--- config.mk ---
export PLATFORM = sky130hd
export DESIGN_NAME = lfsr_random_gen
export DESIGN_NICKNAME = d
export VERILOG_FILES = /design/src/rtl/lfsr_pkg.sv /design/src/rtl/lfsr_core.sv /design/src/rtl/lfsr_random_gen.sv
export SDC_FILE = /design/constraint.sdc
export NUM_CORES = 1
export LEC_CHECK = 0
export CAP_MARGIN = 25
export CORE_AREA = 5 5 92 94
export DETAILED_ROUTE_END_ITERATION = 7
export DIE_AREA = 0 0 97 99
export SLEW_MARGIN = 20
export SYNTH_ARGS = -nofsm -noshare
export SYNTH_HDL_FRONTEND = slang
export SYNTH_SLANG_ARGS = --single-unit
--- constraint.sdc ---
create_clock -name Clk -period 2.95 [get_ports Clk]
set_input_delay 0.59 -clock Clk [delete_from_list [all_inputs] [get_ports Clk]]
set_output_delay 0.59 -clock Clk [all_outputs]
set_load 0.1 [all_outputs]
--- src/rtl/lfsr_pkg.sv ---
// rtl/lfsr_pkg.sv - shared types, default taps and mask helper for the LFSR random generator
package lfsr_pkg;

    // Roll engine states
    typedef enum logic [1:0] {
        IDLE   = 2'd0,
        STIR   = 2'd1,
        SAMPLE = 2'd2,
        DONE   = 2'd3
    } roll_state_t;

    // Maximal-length Galois feedback masks for common widths
    localparam logic [7:0]  TAPS_W8  = 8'hB8;
    localparam logic [15:0] TAPS_W16 = 16'hB400;
    localparam logic [23:0] TAPS_W24 = 24'hE10000;
    localparam logic [31:0] TAPS_W32 = 32'hA3000000;

    // Smallest 2^k-1 covering rng-1; rng==0 means the whole width is in play.
    // The OR-smear propagates the top set bit of rng-1 down to bit 0.
    function automatic logic [31:0] range_mask(input logic [31:0] rng, input int width);
        logic [31:0] m;
        if (rng == 32'd0) begin
            m = 32'hFFFF_FFFF >> (32 - width);
        end else begin
            m = rng - 32'd1;
            m = m | (m >> 1);
            m = m | (m >> 2);
            m = m | (m >> 4);
            m = m | (m >> 8);
            m = m | (m >> 16);
        end
        return m;
    endfunction

endpackage

--- src/rtl/lfsr_core.sv ---
// rtl/lfsr_core.sv - free-running Galois LFSR with zero-safe seed load
module lfsr_core #(
    parameter int               WIDTH = 8,
    parameter logic [WIDTH-1:0] TAPS  = 8'hB8,
    parameter logic [WIDTH-1:0] SEED  = 8'h01
) (
    input  logic             Clk,
    input  logic             Rst,
    input  logic             Load,
    input  logic [WIDTH-1:0] Load_Val,
    output logic [WIDTH-1:0] State
);

    logic [WIDTH-1:0] step_val;
    logic [WIDTH-1:0] load_sel;

    // A zero seed would lock the register, so it is replaced by the default seed
    assign load_sel = (Load_Val == '0) ? SEED : Load_Val;

    // Galois step: shift right, fold the taps back in when a one drops out
    assign step_val = (State >> 1) ^ (State[0] ? TAPS : '0);

    // Load wins over stepping; otherwise advance every cycle
    always_ff @(posedge Clk or negedge Rst) begin
        if (!Rst) begin
            State <= SEED;
        end else if (Load) begin
            State <= load_sel;
        end else begin
            State <= step_val;
        end
    end

endmodule

--- src/rtl/lfsr_random_gen.sv ---
// rtl/lfsr_random_gen.sv - LFSR generator with rejection-sampled bounded roll engine
module lfsr_random_gen
    import lfsr_pkg::*;
#(
    parameter int               WIDTH     = 8,
    parameter logic [WIDTH-1:0] TAPS      = 8'hB8,
    parameter logic [WIDTH-1:0] SEED      = 8'h01,
    parameter int               STEPS     = 8,
    parameter int               MAX_TRIES = 16
) (
    input  logic             Clk,
    input  logic             Rst,
    input  logic             Seed_Load,
    input  logic [WIDTH-1:0] Seed_In,
    input  logic             Req,
    input  logic [WIDTH-1:0] Range,
    output logic             Busy,
    output logic             Valid,
    output logic [WIDTH-1:0] Show_Num,
    output logic [WIDTH-1:0] Lfsr_State
);

    localparam int SCW = (STEPS > 1) ? $clog2(STEPS) : 1;
    localparam int TCW = (MAX_TRIES > 1) ? $clog2(MAX_TRIES) : 1;
    localparam logic [SCW-1:0] STIR_LAST = SCW'(STEPS - 1);
    localparam logic [TCW-1:0] TRY_LAST  = TCW'(MAX_TRIES - 1);

    roll_state_t      state;
    logic [WIDTH-1:0] lfsr_q;
    logic [WIDTH-1:0] rng_q;
    logic [WIDTH-1:0] mask_q;
    logic [SCW-1:0]   stir_cnt;
    logic [TCW-1:0]   try_cnt;
    logic             busy_q;
    logic             valid_q;
    logic [WIDTH-1:0] show_q;
    logic [WIDTH-1:0] cand;
    logic             accept;

    lfsr_core #(
        .WIDTH (WIDTH),
        .TAPS  (TAPS),
        .SEED  (SEED)
    ) u_core (
        .Clk      (Clk),
        .Rst      (Rst),
        .Load     (Seed_Load),
        .Load_Val (Seed_In),
        .State    (lfsr_q)
    );

    // Candidate is the masked live LFSR value; zero range accepts anything
    assign cand   = lfsr_q & mask_q;
    assign accept = (rng_q == '0) || (cand < rng_q);

    // Roll FSM: stir for STEPS cycles, then sample until accepted or out of tries.
    // The fallback halves the candidate, which always lands inside the range
    // because the mask is the tightest power-of-two cover of rng_q-1.
    always_ff @(posedge Clk or negedge Rst) begin
        if (!Rst) begin
            state    <= IDLE;
            rng_q    <= '0;
            mask_q   <= '0;
            stir_cnt <= '0;
            try_cnt  <= '0;
            busy_q   <= 1'b0;
            valid_q  <= 1'b0;
            show_q   <= '0;
        end else if (Seed_Load) begin
            state   <= IDLE;
            busy_q  <= 1'b0;
            valid_q <= 1'b0;
        end else begin
            case (state)
                IDLE: begin
                    valid_q <= 1'b0;
                    if (Req) begin
                        rng_q    <= Range;
                        mask_q   <= WIDTH'(range_mask(32'(Range), WIDTH));
                        stir_cnt <= '0;
                        try_cnt  <= '0;
                        busy_q   <= 1'b1;
                        state    <= STIR;
                    end
                end
                STIR: begin
                    if (stir_cnt == STIR_LAST) begin
                        state <= SAMPLE;
                    end else begin
                        stir_cnt <= stir_cnt + 1'b1;
                    end
                end
                SAMPLE: begin
                    if (accept) begin
                        show_q  <= cand;
                        valid_q <= 1'b1;
                        state   <= DONE;
                    end else if (try_cnt == TRY_LAST) begin
                        show_q  <= cand >> 1;
                        valid_q <= 1'b1;
                        state   <= DONE;
                    end else begin
                        try_cnt <= try_cnt + 1'b1;
                    end
                end
                DONE: begin
                    valid_q <= 1'b0;
                    busy_q  <= 1'b0;
                    state   <= IDLE;
                end
                default: begin
                    state   <= IDLE;
                    busy_q  <= 1'b0;
                    valid_q <= 1'b0;
                end
            endcase
        end
    end

    assign Busy       = busy_q;
    assign Valid      = valid_q;
    assign Show_Num   = show_q;
    assign Lfsr_State = lfsr_q;

endmodule

# After elaboration in Yosys (flattened, before gate mapping)
# Index checks and enable logic that the tools add are counted.
[op_classes]
n_addsub = 3
magnitude_cmp = 1
eq_ne = 12
n_reduce_logical = 18
n_mux = 26
bitwise = 8
[ops]
columns = ["operator", "count"]
rows = [
  ["two-way mux 8 bit", 6],
  ["OR 32 x 28 -> 32 bit", 1],
  ["OR 32 x 30 -> 32 bit", 1],
  ["OR 32 x 31 -> 32 bit", 1],
  ["zero test 8 bit", 3],
  ["OR 24 bit", 1],
  ["two-way mux 4 bit", 3],
  ["two-way mux 2 bit", 5],
  ["AND reduction 3 bit", 3],
  ["subtractor 8 x 1 -> 9 bit (second input constant)", 1],
  ["bitwise AND 8 bit", 1],
  ["< comparator 8 bit", 1],
  ["!= test 2 bit (second input constant)", 4],
  ["OR 8 bit", 1],
  ["case mux 2 bit (4 select lines)", 1],
  ["case mux 4 bit (2 select lines)", 1],
  ["bitwise XOR 7 x 8 -> 8 bit", 1],
  ["two-way mux 3 bit", 2],
  ["!= test 3 bit (second input constant)", 2],
  ["case mux 3 bit (2 select lines)", 1],
  ["nonzero test 2 bit", 3],
  ["nonzero test 3 bit", 2],
  ["two-way mux 1 bit", 5],
  ["AND reduction 5 bit", 1],
  ["14 further kinds", 17],
]
[word_totals]
elab_cells = 77
register_bits = 43

# Logic depth before layout (Yosys ltp)
# Gate-level depths: netlist of the first run.
[logic_depth]
depth_word = 7
mapped_depth = 10

# Modules after synthesis
# Synthesis of the first run repeated with hierarchy kept, for this count alone.
[hier_totals]
hier_cells = 280
hier_area_um2 = 2566.2
[by_module_without_submodules]
columns = ["module", "cells_each", "area_each_um2", "n_inst"]
rows = [
  ["lfsr_random_gen", 254, 2229.6, 1],
  ["lfsr_core", 26, 336.6, 1],
]

# Worst setup path after synthesis of the first run
# OpenSTA, ideal clock, no wires.
[synth_path]
kind = "reg-to-reg"
startpoint = "register u_core.State[1]"
endpoint = "register state[0]"
setup_time_ps = 125
t_arrival_ps = 2592
path_slack_ps = 234
t_required_ps = 2825
synth_period_minus_slack_ps = 2716
path_stages_with_launch = 9
path_cell_list = "dfrtp_1 and2_1 ha_1 o211ai_1 a31oi_1 a211oi_2 o21ai_1 a31oi_1 mux2_2"
[synth_between]
elab_chain_cells = 6
elab_cells_between_ends = 8
classes_between = "order compare (1); eq/ne (1); mux (3); bitwise (1); reduce/logical (2)"
[synth_rtl]
columns = ["element", "line", "source"]
rows = [
  ["from (decl)", "lfsr_core.sv:11", "output logic [WIDTH-1:0] State"],
  ["from (signal assigned)", "lfsr_core.sv:28", "State <= load_sel;"],
  ["from (signal assigned)", "lfsr_core.sv:30", "State <= step_val;"],
  ["bitwise AND 8 bit (*)", "lfsr_random_gen.sv:53", "assign cand = lfsr_q & mask_q;"],
  ["< comparator 8 bit (*)", "lfsr_random_gen.sv:54", "assign accept = (rng_q == '0) || (cand < rng_q);"],
  ["logical OR 1 bit (*)", "lfsr_random_gen.sv:54", ""],
  ["two-way mux 2 bit", "lfsr_random_gen.sv:94", "if (accept) begin"],
  ["case mux 2 bit (4 select lines)", "lfsr_random_gen.sv:74", "case (state)"],
  ["two-way mux 2 bit", "lfsr_random_gen.sv:69", "end else if (Seed_Load) begin"],
  ["to (signal assigned)", "lfsr_random_gen.sv:61", "state <= IDLE;"],
  ["to (signal assigned)", "lfsr_random_gen.sv:70", "state <= IDLE;"],
  ["to (signal assigned)", "lfsr_random_gen.sv:97", "state <= DONE;"],
  ["to (decl)", "lfsr_random_gen.sv:28", "roll_state_t state;"],
]
# Mark *: on every way between the ends. The rest lies on a longest branch, timed or not.
# A chain may end at the register's enable or synchronous reset.

# Final worst setup path of the first run
[layout_path]
startpoint = "input port Range[0]"
endpoint = "register mask_q[0]"
[layout_between]
elab_chain_cells = 7
elab_cells_between_ends = 8
classes_between = "add/sub (1); mux (1); bitwise (5); reduce/logical (1)"
[layout_rtl]
columns = ["element", "line", "source"]
rows = [
  ["from (decl)", "lfsr_random_gen.sv:16", "input logic [WIDTH-1:0] Range,"],
  ["subtractor 8 x 1 -> 9 bit", "lfsr_pkg.sv:25", "m = rng - 32'd1;"],
  ["OR 32 x 31 -> 32 bit", "lfsr_pkg.sv:26", "m = m | (m >> 1);"],
  ["OR 32 x 30 -> 32 bit", "lfsr_pkg.sv:27", "m = m | (m >> 2);"],
  ["OR 32 x 28 -> 32 bit", "lfsr_pkg.sv:28", "m = m | (m >> 4);"],
  ["OR 24 bit", "lfsr_pkg.sv:29", "m = m | (m >> 8);"],
  ["OR 8 bit", "lfsr_pkg.sv:30", "m = m | (m >> 16);"],
  ["two-way mux 8 bit (*)", "lfsr_pkg.sv:22", "if (rng == 32'd0) begin"],
  ["to (signal assigned)", "lfsr_random_gen.sv:79", "mask_q <= WIDTH'(range_mask(32'(Range), WIDTH));"],
  ["to (decl)", "lfsr_random_gen.sv:31", "logic [WIDTH-1:0] mask_q;"],
]
# Marks and branches as above.

==> results.md, run 1 <==
* Outcome: completed
* Slew HR at 62.96%
* Tmin final at 2.417 ns
* CTS Buf Count at 5
* Crit-path max FO at 5
* Core box area at 7567 um^2
* WS Path Type: input port to flip-flop
* Syn. warnings at 0
* Placed Area at 2982 um^2
* Total die area at 9603 um^2
* Async SR Flop Fraction at 100.0%
* Most frequent CP cell: a21oi_2
* CP Cell Sequence: clkdlybuf4s50_1, inv_1, ha_1, or4b_4, xnor2_4, o22ai_2, nand3_2, a21oi_2, a21oi_2
* Resized Gates After CTS at 0
* Leakage at 1.322 nW
* 1st-iter DRT viols at 48
* Seq cells post-synth at 43
* HP Class: input port to asynchronous set/reset pin
* Vias in the first global route at 2083
* Period utilisation layout at 81.92%
* # Post-CTS Setup Buffers at 0
* Starting Density at 33.80%
* Layout cells sized above 1 at 15.53%
* Final max-slew violation count at 0
* Tot GR Track Use at 12.91%
* I/O pins at 38
* Unrepaired setup endpoints after global routing: false
* CTS root buf: clkbuf_8
* Setup violators final at 0
* Post-Synthesis Cells at 282
* Row Count at 32
* Chip Height at 99 um
* Max Cap Viol at 0
* Post-route setup TNS at 0 ns
* Final Hold Fails at 0
* Crit path capture type: flip-flop
* # fillers at 793
* Nets at 357
* Die Span X at 97 um
* Buffers added on ports at 37
* Most frequent cells in the layout: nand2_1, dfrtp_1, buf_4, o21ai_0, nor2_1
* Routed len/inst at 13.91 um
* Antenna-violating nets left at 0
* CTS Hold Bufs at 0
* Placed Cells at 416
* Worst vdd ir at 282.8 uV
* CP Data Required Time at 3.15 ns
* Core Util, Final at 40.89%
* DRC Markers at 0
* Longest Clk Path Bufs at 2
* RePlAce Congestion at 0.8159
* Clk_skew at 0.004886 ns
* Largest net degree at the start of global routing at 44
* Fmax at 413.8 MHz
* First-pass GRT wire length at 10160 um
* Ant. Diodes at 0
* Final Cell Area at 3094 um^2
* Via count at 2085
* Later-pin clock latency in the skew report at 0.30 ns
* CP max stage delay at 0.53 ns
* Clock Sink Count at 43
* Via density at 4.917
* Antenna violations before repair at 0
* Worst R2R Setup Slack at 0.60 ns
* Syn_area_per_cell at 9.069 um^2
* Seq/Total Area, Yosys at 42.12%
* Least-Margin Pin Slew at 0.5556 ns
* CTS tree: built
* H-tree level count at 2
* Area grow syn2layout at 20.99%
* Final wirelength at 5899 um
* Synth cell types at 53
* Clock transition at path regs at 0.09 ns
* Hpwl dp at 4555 um
* Grt total ovfl at 0
* Ys flop type: dfrtp_1
* Slowest CP cell: or4b_4
* Final non-filler cell total at 424
* 1st-pass router iterations at 4
* Total Power at 2.697 mW
* CP arrival at 2.62 ns
* Post-synth EDFFs at 0
* Startpoint Class: input port
* Pwr dens at 871.6 nW/um^2
* Most common cell after layout, fill and taps aside: nand2_1
* Area of the mapped netlist at 2557 um^2
* Synthesized net count at 318
-- per-stage QoR --
step	setup WS [ns]	hold slack [ns]
after global placement	0.2540	0.4597
after CTS	0.5365	0.4711
final	0.5334	0.2685
after global routing	0.4357	0.3172
after floorplan	0.2336	0.2944
after detailed placement	0.2054	0.4728
-- synthesized netlist by cell type, types with 3 or more instances --
master	n	share of area, %
mux2_2	5	2.2
nand3_1	10	2.0
nand2_1	49	7.2
ha_1	16	7.8
inv_1	18	2.6
o21ai_0	23	4.5
a21oi_1	10	2.0
o211ai_1	8	2.3
clkbuf_1	4	0.59
and2_1	8	2.0
a31oi_1	3	0.73
xnor2_1	4	1.4
nor3_1	4	0.78
nor4b_1	3	1.0
nor4_1	3	0.73
a22oi_1	3	0.88
a21oi_2	3	1.0
dfrtp_1	42	41
buf_2	4	0.78
nor2_1	23	3.4
-- logic make-up after synthesis --
kind of cell / count (synthesis) / synth area share, %
AO/OA/AOI/OAI: 67 / 17.52
XOR/XNOR: 6 / 2.789
adder cells (fa/ha/maj): 16 / 7.828
buffers and inverters: 30 / 5.626
flip-flops: 43 / 42.12
multiplexers: 6 / 2.593
AND/OR/NAND/NOR: 114 / 21.53
-- registers in the layout (all words and copies together), names as in the netlist --
register      flops
Show_Num          8
mask_q            8
rng_q             8
u_core.State      8
try_cnt           4
stir_cnt          3
state             2
Busy              1
Valid             1
-- critical path: cells and delay by family --
family                   cells  cell delay, ns
AO/OA/AOI/OAI                3            0.49
AND/OR/NAND/NOR              2            0.66
XOR/XNOR                     1            0.15
adder cells (fa/ha/maj)      1            0.16
buffers and inverters        2            0.56
-- path summary, 6_finish.rpt --
path,startpoint,to,cells past startpoint
min in group Clk,mask_q[6],mask_q[6],2
setup reg to reg,u_core.State[1],state[0],8
hold reg to reg,mask_q[6],mask_q[6],2
setup / recovery,Range[0],mask_q[0],9
max in group asynchronous,Rst,u_core.State[0],1
hold / removal,Rst,mask_q[6],1
-- power by group --
part | total (mW) | switching (mW) | internal (mW)
sequential | 0.877 | 0.119 | 0.758
combinational | 1.35 | 0.966 | 0.384
clock | 0.470 | 0.217 | 0.253
total | 2.70 | 1.30 | 1.40
-- metal layers --
layer | up-vias | wire [um] | GRT usage [%]
li1 | 1068 | - | -
met1 | 963 | 2825 | 17.14
met2 | 48 | 2654 | 20.54
met3 | 6 | 324 | 2.972
met4 | 0 | 95 | 4.860
met5 | - | 0 | 0
-- final cells by class --
type | count | area (um^2) | share of cell area (%)
clock buffer | 6 | 72.57 | 2.345
clock inverter | 2 | 37.54 | 1.213
inverter | 18 | 67.56 | 2.184
multi-input combinational | 209 | 1336 | 43.19
sequential | 43 | 1077 | 34.82
tap | 102 | 127.6 | 4.125
timing repair buffer | 44 | 375.4 | 12.13
No activity file was read; power rests on OpenSTA's default activity.
==> run 2: changes to the inputs <==
- clock period: 2.95 -> 1.9 ns (I/O delays scaled with it)
==> run 2 against run 1 <==
  * First-iteration DRC count grew 33%
  * Clock-buffer cell count is the same
  * Critical path type is now flip-flop to flip-flop
  * Critical path depth fell by 1
  * Clock power rose by 22%
  * The flow now finishes with violations (setup timing)
  * Largest power group unchanged
  * Highest routed layer unchanged
  * Wire length up 8.1%
  * Hold slack worse by 0.20 ns
==> results.md, run 2 (same netlist as run 1, synthesis figures left out) <==
* # fillers at 704
* Final Cell Area at 3816 um^2
* I/O pins at 38
* RePlAce Congestion at 0.8119
* Leakage at 1.677 nW
* Clock Sink Count at 43
* Final Hold Fails at 0
* Via density at 4.746
* Internal at 2.681 mW
* Max Cap Viol at 0
* Period utilisation layout at 109.8%
* Total die area at 9603 um^2
* WS Path Type: flip-flop to flip-flop
* 1st-pass router iterations at 4
* Least-Margin Pin Slew at 0.5500 ns
* Vias in the first global route at 2328
* Pwr dens at 1292 nW/um^2
* Grt total ovfl at 0
* Starting Density at 33.80%
* Nets at 406
* Unrepaired setup endpoints after global routing: true
* Routed len/inst at 13.48 um
* Fmax at 479.1 MHz
* Via count at 2245
* Hold WS at 0.06375 ns
* CTS root buf: clkbuf_8
* 1st-iter DRT viols at 64
* Failing checks: setup timing
* Final wirelength at 6377 um
* CP Data Required Time at 2.09 ns
* Placed Area at 3632 um^2
* CP arrival at 2.27 ns
* Chip Height at 99 um
* Slew HR at 63.33%
* Sw frac at 45.62%
* Share of power burned in registers at 28.4%
* Most frequent cells in the layout: buf_4, nand2_1, dfrtp_1, nor2_1
* Final max-slew violation count at 0
* Area grow syn2layout at 49.22%
* Antenna violations before repair at 0
* CTS Buf Count at 5
* Startpoint Class: flip-flop
* H-tree level count at 2
* Antenna-violating nets left at 0
* Row Count at 32
* Post-route setup TNS at -1.853 ns
* Later-pin clock latency in the skew report at 0.30 ns
* HP Class: input port to asynchronous set/reset pin
* Placed Cells at 462
* Clock power frac at 11.6%
* Pre-CTS setup slack at -0.4259 ns
* Layout cells sized above 1 at 33.69%
* First-pass GRT wire length at 10980 um
* Largest net degree at the start of global routing at 24
* Total Power at 4.931 mW
* CTS Hold Bufs at 0
* Crit path capture type: flip-flop
* Clk_skew at 0.01028 ns
* Longest Clk Path Bufs at 2
* Ant. Diodes at 0
* Psw at 2.249 mW
* Hpwl dp at 5184 um
* CTS tree: built
* Core Util, Final at 50.43%
* Most common cell after layout, fill and taps aside: buf_4
* Tmin final at 2.087 ns
* Buffers added on ports at 37
* Clock transition at path regs at 0.09 ns
* Register Area at 1097 um^2
* Final worst-path setup slack at -0.1871 ns
* DRC Markers at 0
* Die Span X at 97 um
* Combinational share of power at 60.0%
* Worst vdd ir at 532.7 uV
* Core box area at 7567 um^2
* Final non-filler cell total at 473
* Outcome: complete, but fails checks
* Tot GR Track Use at 13.98%
* Multi-input logic area at 1445 um^2
* Setup violators final at 15
* Crit-path max FO at 4
[run 2: power groups by stage]
stage | Sequential, mW | Combinational [mW] | Clock, mW
2_1_floorplan | 2.08 | 0.976 | 0
3_3_place_gp | 1.41 | 2.74 | 0
3_5_place_dp | 1.42 | 2.78 | 0
4_1_cts | 1.40 | 2.93 | 0.594
5_1_grt | 1.44 | 3.21 | 0.627
6_report | 1.40 | 2.96 | 0.573
[run 2: cell type report]
cell class | instances | share of cell area [%]
Inverter | 18 | 1.902
Clock inverter | 2 | 0.3279
Sequential cell | 43 | 28.75
Clock buffer | 6 | 1.902
Timing Repair Buffer | 93 | 25.90
Tap cell | 102 | 3.344
Multi-Input combinational cell | 209 | 37.87
[run 2: worst paths after layout]
| kind | start | endpoint | slack, ns | cells past startpoint |
|---|---|---|---|---|
| max | u_core.State[1] | Show_Num[4] | -0.19 | 8 |
| min | Rst | u_core.State[2] | 0.06 | 1 |
| max reg2reg | u_core.State[1] | Show_Num[4] | -0.19 | 8 |
| min reg2reg | mask_q[7] | mask_q[7] | 0.48 | 2 |
| max in group asynchronous | Rst | Valid | 1.32 | 2 |
| min in group Clk | Range[1] | rng_q[1] | 0.48 | 4 |
[run 2: metal layers]
metal  track usage, %  vias up  part of all wire (%)
met2            22.40       43                    47
li1                 -     1159                     -
met3            3.397        8                   3.5
met4            4.644        0                   2.3
met1            18.57     1035                    48
met5                0        -                     0
[run 2: timing repair]
item,4_1_cts,5_1_grt
resized for setup,14,14
setup buffers,3,1
pin swaps,6,8
cloned,0,0
endpoints found under the setup margin,22,18
[run 2: worst max-delay path, stage by stage, from the launching register on]
cell      delay (ns)
dfrtp_4         0.48
and2_4          0.18
ha_4            0.20
o211ai_1        0.18
a31oi_1         0.07
a211oi_2        0.22
buf_4           0.17
o211ai_4        0.11
a221o_1         0.36
==> run 3: changes to the inputs <==
- CTS_CLUSTER_SIZE: not set -> 25
- clock period: 1.9 -> 2.5 ns (I/O delays scaled with it)
==> run 3 against run 2 <==
  * Critical path depth stayed put
  * Highest routed layer unchanged
  * The flow now finishes without violations
  * Global-route usage down 0.36 points
  * Register-to-register slack better by 0.34 ns
==> results.md, run 3 (same netlist as run 1, synthesis figures left out) <==
* Outcome: completed
* Startpoint Class: flip-flop
* Critical R2R Capture: state[0]
* Longest Clk Path Bufs at 2
* Resized Gates After CTS at 0
* Crit path capture type: flip-flop
* Final max-slew violation count at 0
* Slew HR at 66.85%
* Final Hold Fails at 0
* Vias in the first global route at 2228
* Leakage at 1.357 nW
* Worst R2R Path Depth at 8
* Most frequent CP cell: a31oi_1
* Starting Density at 33.80%
* Ant. Diodes at 0
* Clock transition at path regs at 0.08 ns
* Period utilisation layout at 93.83%
* Setup violators final at 0
* Clk_skew at 0.01233 ns
* Pre-CTS setup slack at 0.01907 ns
* Core Util, Final at 41.73%
* Largest net degree at the start of global routing at 26
* HP Class: input port to asynchronous set/reset pin
* Buffers added on ports at 37
* Core box area at 7567 um^2
* Worst R2R Setup Slack at 0.15 ns
* Tmin final at 2.346 ns
* First-pass GRT wire length at 10760 um
* DRC Markers at 0
* Clock Sink Count at 43
* # Post-CTS Setup Buffers at 0
* Unrepaired setup endpoints after global routing: false
* Top Family by Delay on Critical Path: compound AO/OA/AOI/OAI gates
* Most frequent cells in the layout: nand2_1, dfrtp_1, buf_4, o21ai_0, nor2_1
* Post-route setup TNS at 0 ns
* CP max stage delay at 0.43 ns
* CTS tree: built
* Die Span X at 97 um
* CTS Buf Count at 5
* CTS Hold Bufs at 0
* Via count at 2147
* CP Cell Sequence: and2_1, ha_1, o211ai_1, a31oi_1, a211oi_2, o21ai_1, a31oi_1, mux2_2
* Max Cap Viol at 0
* Least-Margin Pin Slew at 0.4972 ns
* Crit-path max FO at 3
* Final wirelength at 6071 um
* CP Data Required Time at 2.69 ns
* 1st-iter DRT viols at 42
* Area grow syn2layout at 23.48%
* CTS root buf: clkbuf_8
* RePlAce Congestion at 0.7826
* Worst Path Buf+Inv at 0
* Antenna violations before repair at 0
* Worst vdd ir at 351.2 uV
* CP arrival at 2.54 ns
* H-tree level count at 2
* 1st-pass router iterations at 4
* Grt total ovfl at 0
* Tot GR Track Use at 13.62%
* Antenna-violating nets left at 0
* Via density at 4.947
* Row Count at 32
* WS Path Type: flip-flop to flip-flop
* I/O pins at 38
* Nets at 367
* Slowest CP cell: dfrtp_2
* Total die area at 9603 um^2
* Hpwl dp at 4832 um
* Final non-filler cell total at 434
* Routed len/inst at 13.99 um
* Later-pin clock latency in the skew report at 0.30 ns
* # fillers at 757
* Placed Cells at 426
* Critical Path Stages at 8
* Fmax at 426.3 MHz
* R2r startpoint: u_core.State[1]
* Layout cells sized above 1 at 18.98%
* Pwr dens at 985.6 nW/um^2
* Most common cell after layout, fill and taps aside: nand2_1
* Final worst-path setup slack at 0.1542 ns
* Chip Height at 99 um
-- run 3: worst register-to-register path, stage by stage, from the launching register on --
cell,delay (ns)
dfrtp_2,0.43
and2_1,0.19
ha_1,0.29
o211ai_1,0.16
a31oi_1,0.07
a211oi_2,0.30
o21ai_1,0.15
a31oi_1,0.28
mux2_2,0.37
-- run 3: how the worst max path moves through the flow --
stage                    start        end  slack [ns]
2_1_floorplan  u_core.State[7]   state[0]        0.02
3_3_place_gp          Range[1]  mask_q[0]        0.05
3_5_place_dp          Range[1]  mask_q[0]        0.02
4_1_cts        u_core.State[1]   state[0]        0.13
5_1_grt        u_core.State[1]   state[0]        0.01
6_report       u_core.State[1]   state[0]        0.15
-- run 3: power by group --
part           switching, mW  leakage [nW]  internal, mW
registers              0.142         0.519         0.897
clock network          0.233        0.0385         0.198
logic                   1.15         0.799         0.490
-- run 3: metrics by stage --
step,power (mW),hold slack (ns),instance area (um^2)
floorplan,2.272,0.2044,2562
global placement,2.679,0.4692,3074
detailed placement,2.711,0.4694,3074
CTS,3.152,0.1704,3158
global route,3.369,0.1843,3158
finish,3.113,0.1629,3158
-- run 3: area by class of cell --
cell class	count	area [um^2]	share of cell area, %
clock buffers	7	76.32	2.417
clock inverters	1	7.507	0.2377
inverters	18	67.56	2.139
multi-input cells	209	1336	42.31
flip-flops and latches	43	1082	34.27
well taps	102	127.6	4.041
repair buffers	54	460.4	14.58
-- run 3: routing by layer --
| metal | track usage [%] | vias to the layer above | share of wire, % | wire, um |
|---|---|---|---|---|
| met1 | 18.23 | 1005 | 48 | 2933 |
| li1 | - | 1088 | - | - |
| met2 | 22.29 | 45 | 47 | 2844 |
| met4 | 4.320 | 0 | 1.4 | 83 |
| met3 | 2.619 | 9 | 3.5 | 210 |
| met5 | 0 | - | 0 | 0 |
